===== config.mk =====
export PLATFORM = sky130hd
export DESIGN_NAME = lii_tx_packer
export DESIGN_NICKNAME = d
export VERILOG_FILES = /design/src/rtl/lii_tx_packer_pkg.sv /design/src/rtl/lii_tx_packer_out_reg.sv /design/src/rtl/lii_tx_packer.sv
export SDC_FILE = /design/constraint.sdc
export NUM_CORES = 2
export LEC_CHECK = 0
export ABC_AREA = 0
export CAP_MARGIN = 40
export CORE_AREA = 2 2 483 485
export CTS_CLUSTER_DIAMETER = 40
export CTS_CLUSTER_SIZE = 8
export DETAILED_ROUTE_END_ITERATION = 6
export DIE_AREA = 0 0 485 487
export HOLD_SLACK_MARGIN = 0.06
export SYNTH_ARGS = -nofsm -noshare
export SYNTH_HDL_FRONTEND = slang
export SYNTH_SLANG_ARGS = --single-unit

===== constraint.sdc =====
create_clock -name aclk -period 7.3 [get_ports aclk]
set_clock_uncertainty 0.1 [all_clocks]
set_input_delay 1.46 -clock aclk [delete_from_list [all_inputs] [get_ports aclk]]
set_output_delay 1.46 -clock aclk [all_outputs]
set_load 0.005 [all_outputs]

===== src/rtl/lii_tx_packer_pkg.sv =====
// lii_tx_packer_pkg: shared LII constants and ID type used by transmit-side wrappers
package lii_tx_packer_pkg;
    localparam int LII_ID_W = 8;
    localparam int LII_PW = 1024;
    typedef logic [LII_ID_W-1:0] lii_id_t;
endpackage


===== src/rtl/lii_tx_packer_out_reg.sv =====
// lii_out_reg: one-entry valid/ready output register; data is held while stalled
module lii_out_reg
    import lii_tx_packer_pkg::*;
#(
    parameter int W = LII_PW
) (
    input  logic         aclk,
    input  logic         arst,
    input  logic         load,
    input  logic [W-1:0] load_data,
    output logic         free,
    output logic [W-1:0] tdata,
    output logic         tvalid,
    input  logic         tready
);
    assign free = !tvalid || tready;

    always_ff @(posedge aclk) begin
        if (arst) begin
            tdata  <= '0;
            tvalid <= 1'b0;
        end else if (load) begin
            tdata  <= load_data;
            tvalid <= 1'b1;
        end else if (tready) begin
            tvalid <= 1'b0;
        end
    end
endmodule


===== src/rtl/lii_tx_packer.sv =====
// lii_tx_packer: packs PW/DW kernel beats into one LII word, flushing early on tlast or idle timeout
module lii_tx_packer
    import lii_tx_packer_pkg::*;
#(
    parameter int      DW           = 192,
    parameter int      PW           = LII_PW,
    parameter lii_id_t SRC_ID       = 8'd0,
    parameter lii_id_t DST_ID       = 8'd1,
    parameter int      IDLE_TIMEOUT = 16
) (
    input  logic                        aclk,
    input  logic                        arst,
    input  logic [DW-1:0]               s_tdata,
    input  logic                        s_tvalid,
    output logic                        s_tready,
    input  logic                        s_tlast,
    output logic [PW-1:0]               lii_out_p0_tdata,
    output logic                        lii_out_p0_tvalid,
    input  logic                        lii_out_p0_tready,
    output lii_id_t                     lii_out_p0_src,
    output lii_id_t                     lii_out_p0_dst,
    output logic [$clog2(PW/DW+1)-1:0]  occupancy
);
    localparam int N  = PW / DW;
    localparam int CW = $clog2(N + 1);
    localparam int IW = $clog2(IDLE_TIMEOUT + 2);

    logic [CW-1:0] cnt;
    logic [IW-1:0] idle;
    logic [PW-1:0] acc, merged;
    logic          free, accept, complete, timeout;

    assign s_tready       = free;
    assign accept         = s_tvalid && free;
    assign complete       = accept && (cnt == CW'(N - 1) || s_tlast);
    // A beat in the same cycle always beats the timeout; cnt == 0 never flushes
    assign timeout        = IDLE_TIMEOUT > 0 && cnt != '0 && !accept && free && idle == IW'(IDLE_TIMEOUT);
    assign lii_out_p0_src = SRC_ID;
    assign lii_out_p0_dst = DST_ID;
    assign occupancy      = cnt;

    always_comb begin
        merged = acc;
        merged[int'(cnt)*DW +: DW] = s_tdata;
    end

    always_ff @(posedge aclk) begin
        if (arst || complete || timeout) begin
            acc  <= '0;
            cnt  <= '0;
            idle <= '0;
        end else if (accept) begin
            acc  <= merged;
            cnt  <= cnt + 1'b1;
            idle <= '0;
        end else if (cnt != '0 && idle != IW'(IDLE_TIMEOUT)) begin
            idle <= idle + 1'b1;
        end
    end

    lii_out_reg #(.W(PW)) u_out (
        .aclk      (aclk),
        .arst      (arst),
        .load      (complete || timeout),
        .load_data (complete ? merged : acc),
        .free      (free),
        .tdata     (lii_out_p0_tdata),
        .tvalid    (lii_out_p0_tvalid),
        .tready    (lii_out_p0_tready)
    );
endmodule


==> Word-level counts from Yosys, hierarchy flattened <==
Index checks and enable logic that the tools add are counted.
{ "totals": {"register_bits": 2057, "inputBits": 197, "output_inout_bits": 1045, "wordCells": 34} }
{ "classes": {"add_sub_neg": 3, "mul": 1, "eq_ne": 3, "shifts": 2, "mux": 4, "reduce_logical": 16} }
{ "ops": {"columns": ["cell", "count"], "rows": [
  ["$bwmux W1024", 1],
  ["$mux W1024", 1],
  ["$shift A192 B33 Y1024 const A", 1],
  ["$shiftx A192 B33 Y1024", 1],
  ["$neg A11 Y33", 1],
  ["$logic_and A1 B1 Y1", 6],
  ["$add A5 B1 Y5 const B", 1],
  ["$eq A5 B5 Y1 const B", 1],
  ["$logic_or A1 B1 Y1", 5],
  ["$mul A3 B2 Y5 const B", 1],
  ["$ne A5 B5 Y1 const B", 1],
  ["$add A3 B1 Y3 const B", 1],
  ["$eq A3 B3 Y1 const B", 1],
  ["$reduce_bool A3 Y1", 1],
  ["$logic_not A1 Y1", 2],
  ["$mux W1", 2],
  ["$reduce_bool A2 Y1", 1],
  ["$reduce_or A2 Y1", 1]
]} }

==> Depth between registers and ports, before layout <==
{ "depth": {"word_depth": 9, "ltp_mapped": 18, "mapped_depth_nobuf": 11} }

==> Cells and area by module <==
From an unflattened synthesis, not the netlist that was laid out.
{ "unflattened": {"cells_unflattened": 10366, "hier_area_um2": 94556.9} }
{ "by_module_without_submodules": {"columns": ["mod", "n_inst", "cells_each", "area_per_inst_um2", "seq_area_each_um2"], "rows": [
  ["lii_tx_packer", 1, 7062, 58558.7, 20659.8],
  ["lii_out_reg", 1, 3304, 35998.3, 20519.7]
]} }

==> Worst setup path after synthesis <==
No wires, ideal clock.
{ "synth_path": {"path_kind": "register -> register", "startpoint": "register cnt[0], in the netlist occupancy[0]", "endpoint": "register u_out.tdata[555]", "setup_ps": 138, "arrival_time_ps": 4086, "required_time_ps": 7062, "setup_slack_ps": 2976, "stages_incl_launch_ff": 18, "n_path_buf": 7, "period_less_slack_ps": 4324, "path_cell_list": "dfxtp_1 -> buf_2 -> buf_2 -> buf_2 -> clkinv_1 -> buf_1 -> clkbuf_1 -> ha_1 -> nand3_1 -> inv_1 -> ha_1 -> inv_2 -> nor4_1 -> nand4_1 -> clkbuf_1 -> buf_1 -> nand3_1 -> o211ai_1"} }
{ "synth_between": {"elab_chain_len": 5, "elab_cells_between_ends": 14, "classes_between": "add/sub: 1; mul: 1; eq/ne: 1; shift: 2; mux: 2; reduce/logical: 7"} }
{ "synth_rtl": {"columns": ["element", "line_no", "rtl"], "rows": [
  ["start: declaration", "lii_tx_packer.sv:28", "logic [CW-1:0] cnt;"],
  ["start signal: assignment", "lii_tx_packer.sv:54", "cnt <= cnt + 1'b1;"],
  ["$mul A3 B2 Y5 / $reduce_bool A3 Y1 (equally long branches)", "lii_tx_packer.sv:44, lii_tx_packer.sv:37", null],
  ["$neg A11 Y33 / $logic_and A1 B1 Y1 (equally long branches)", "lii_tx_packer.sv:44, lii_tx_packer.sv:37", null],
  ["$shiftx A192 B33 Y1024 (tied with other cells)", "lii_tx_packer.sv:44", "merged[int'(cnt)*DW +: DW] = s_tdata;"],
  ["$bwmux W1024 / $logic_and A1 B1 Y1 (equally long branches)", "lii_tx_packer.sv:44, lii_tx_packer.sv:37", null],
  ["$mux W1024 / $logic_or A1 B1 Y1 (equally long branches)", "lii_tx_packer.sv:65, lii_tx_packer.sv:64", null],
  ["end signal: assignment", "lii_tx_packer_out_reg.sv:23", "tdata <= load_data;"],
  ["end: declaration", "lii_tx_packer_out_reg.sv:12", "output logic [W-1:0] tdata,"]
]} }
Parallel ways exist; a longest one is shown, timed or not.
A chain may end at the register's enable or synchronous reset.

==> Worst setup path after layout <==
{ "layout_path": {"startpoint": "register cnt[1], in the netlist occupancy[1]", "endpoint": "register acc[147]"} }
{ "layout_between": {"elab_chain_len": 5, "elab_cells_between_ends": 14, "classes_between": "add/sub: 1; mul: 1; eq/ne: 1; shift: 2; mux: 1; reduce/logical: 8"} }
{ "layout_rtl": {"columns": ["element", "line_no", "rtl"], "rows": [
  ["branches (longest 5 deep; another with $neg A11 Y33)", null, null],
  ["end signal: assignment", "lii_tx_packer.sv:53", "acc <= merged;"],
  ["end: declaration", "lii_tx_packer.sv:30", "logic [PW-1:0] acc, merged;"]
]} }
Several ways; the timed one is not identified.

==> flow_summary.toml <==
[critical_path]
reg2reg_slack_ns = 1.20
crit_fanout = 65
cp-end-kind = "flip-flop"
criticalPathCategory = "flip-flop to flip-flop"
startpoint_type = "flip-flop"
arrival_ns = 6.83
r2r_cells = 14
reg2reg_to = "acc[147]"
worstPathRequired_ns = 8.03
r2r-start = "occupancy[1]"

[power_and_ir_drop]
p_clk_frac = 0.513
p_seq_frac = 0.357
p_sw_mw = 8.93
p_int_mw = 23.0
p_total_mw = 31.9
swShare = 0.280
power_frac_comb = 0.130
p_leak_nw = 37.7
irDropWorstVdd_mv = 0.216
power_density_mw_per_mm2 = 281

[outcome]
status = "complete, but fails checks"
violations = "design-rule violations"

[synthesis]
yosysSeqAreaShare = 0.481
synth_cells = 9279
synth_edf_count = 0
avgSynthCellArea_sq_um = 9.22
synth_cell_types = 75
synth_flop_cell = "dfxtp_1"
synth_area_sq_mm = 0.0855
synthArstFlopShare = 0
yosys_warnings = 0
ys_seq_elements = 2057

[global_route]
antenna_found_initial = 109
grt_usage = 0.389
grt_max_degree = 214
grt_overflow = 0
grt_pass1_vias = 79369
grt_pass1_wl_microns = 653000

[timing]
max_freq_mhz = 164
hold_viol = 0
rsz0062_at_grt = "false"
worst_pin_slew_ns = 1.46
relSlewSlack = 0.0299
final-setup-viol-count = 0
layout_min_cycle_time_ns = 6.10
final.setup.tns_ns = 0
timing.final.ws_setup_ns = 1.20
fin_crit_sh = 0.835
slew_violations = 0
whs_ns = 0.314

[floorplanning]
dieArea_sq_mm = 0.236
dieWidth_microns = 485
core.rowCount = 177
die_h_microns = 487
start_util = 0.370
core_sq_mm = 0.231
pin_count = 1242

[routing]
via_count = 86046
drtPass1Iterations = 7
drc = 4
wl_microns = 482000
dr.first_iter.drc_count = 11228
ant_nets = 0
viasPerCell = 6.34
wl_per_cell_microns = 35.5

[place]
place_ws_ns = 1.43
hpwl_microns = 336000
globalplace.congestion = 0.998
io_buffers = 1225
dpl.cell_count = 12923
dpl-instance-area_sq_mm = 0.102

[hold_path]
hold_class = "flip-flop to flip-flop"
holdPathStages = 2
whs_endpoint = "u_out.tdata[147]"
hp-start = "acc[147]"

[layout]
stdcell_count = 13582
syn2layout_area_growth_pct = 32.9
layout_commonest_cell = "dfxtp_1"
fin_nets = 10469
mostFrequentLayoutCells = "2,056 x dfxtp_1, 1,411 x nand2_1, 1,225 x clkdlybuf4s50_1"
fin_area_sq_mm = 0.114
drive_gt1_frac = 0.107
fillers = 21096
fin_util = 0.491

[clock_tree]
cts_tree = "built"
worstSkewPairLatency_ns = 0.99
cts-resized-gates = 0
cts_buffer_depth = 4
clkTransAtPathRegs_ns = 0.05
post_cts_buffers = 0
cts_buffers = 371
cts.sinks = 2057
cts_hold_buffers = 0
root_buffer = "clkbuf_16"
cts_max_level = 5

[job]
cap_violations = 0
[routing by layer]
layer,GRT usage,wire (microns),up-vias
met4,0.278,38700,68
li1,-,-,36537
met2,0.547,197000,5866
met5,0,435,-
met3,0.157,60900,1321
met1,0.480,185000,42254
[state kept, by name (all words and copies together), names as in the netlist]
register,cells
u_out.tvalid,1
u_out.tdata,1024
occupancy,3
acc,1024
idle,5
[cell families after synthesis]
| kind of cell | count (synthesis) | share of synthesized area |
|---|---|---|
| xor gates and xnor gates | 13 | 0.00186 |
| muxes | 382 | 0.0463 |
| and+or+nand+nor | 2483 | 0.131 |
| other | 2 | 0.0000878 |
| buffers and inverters | 1133 | 0.0539 |
| AOI/OAI and AO/OA | 3197 | 0.283 |
| adders and majority gates | 12 | 0.00184 |
| DFF | 2057 | 0.481 |
[layout make-up]
cell class | instances | area [sq um] | area share
Antenna cell | 80 | 200 | 0.00176
Clock buffer | 472 | 10100 | 0.0893
Clock inverter | 100 | 1340 | 0.0118
Inverter | 147 | 552 | 0.00485
Multi-Input combinational cell | 6103 | 40300 | 0.355
Sequential cell | 2057 | 41200 | 0.362
Tap cell | 3043 | 3810 | 0.0335
Timing Repair Buffer | 1580 | 16100 | 0.142
[how the worst max path moves through the flow]
| stage | from | end | slack [ns] | depth (start not counted) |
|---|---|---|---|---|
| floorplan | occupancy[0] | u_out.tdata[555] | 2.98 | 17 |
| global placement | occupancy[1] | acc[621] | 0.82 | 12 |
| detailed placement | occupancy[1] | acc[140] | 1.43 | 14 |
| CTS | occupancy[1] | acc[169] | 1.40 | 14 |
| global route | occupancy[1] | u_out.tdata[75] | 1.06 | 12 |
| finish | occupancy[1] | acc[147] | 1.20 | 14 |
[synth_stat cells, types with 159 or more instances]
| cell type | instances | share of area |
|---|---|---|
| a22oi_1 | 212 | 0.019 |
| clkbuf_1 | 694 | 0.030 |
| o211ai_1 | 344 | 0.030 |
| a211oi_1 | 258 | 0.023 |
| and2_1 | 159 | 0.012 |
| mux2i_1 | 278 | 0.033 |
| a21oi_1 | 589 | 0.034 |
| a221o_1 | 429 | 0.050 |
| buf_2 | 191 | 0.011 |
| a22o_1 | 287 | 0.029 |
| o21ai_0 | 269 | 0.016 |
| nor2_1 | 202 | 0.0089 |
| dfxtp_1 | 2057 | 0.48 |
| o2bb2ai_1 | 282 | 0.029 |
| nand2_1 | 1419 | 0.062 |
| nand3_1 | 195 | 0.011 |
[critical path, stage by stage, from the launching register on]
cell and delay (ns):
dfxtp_1 0.39, ha_1 0.28, fa_1 0.51, xnor2_2 0.35, buf_6 0.23, nand3_1 0.39
inv_1 0.16, ha_1 0.61, nor4_1 0.50, nand3_1 0.43, o22ai_4 0.30, buf_4 0.74
o21ai_4 0.05, buf_4 0.38, a22o_1 0.36
[power groups by stage]
| stage | logic (mW) | clock network, mW | registers [mW] |
|---|---|---|---|
| floorplan | 1.94 | 0 | 11.6 |
| global placement | 3.77 | 0 | 11.6 |
| detailed placement | 3.95 | 0 | 11.6 |
| CTS | 3.96 | 16.4 | 11.4 |
| global route | 4.20 | 17.0 | 11.4 |
| finish | 4.15 | 16.4 | 11.4 |
Power figures use the tool's default switching activity.
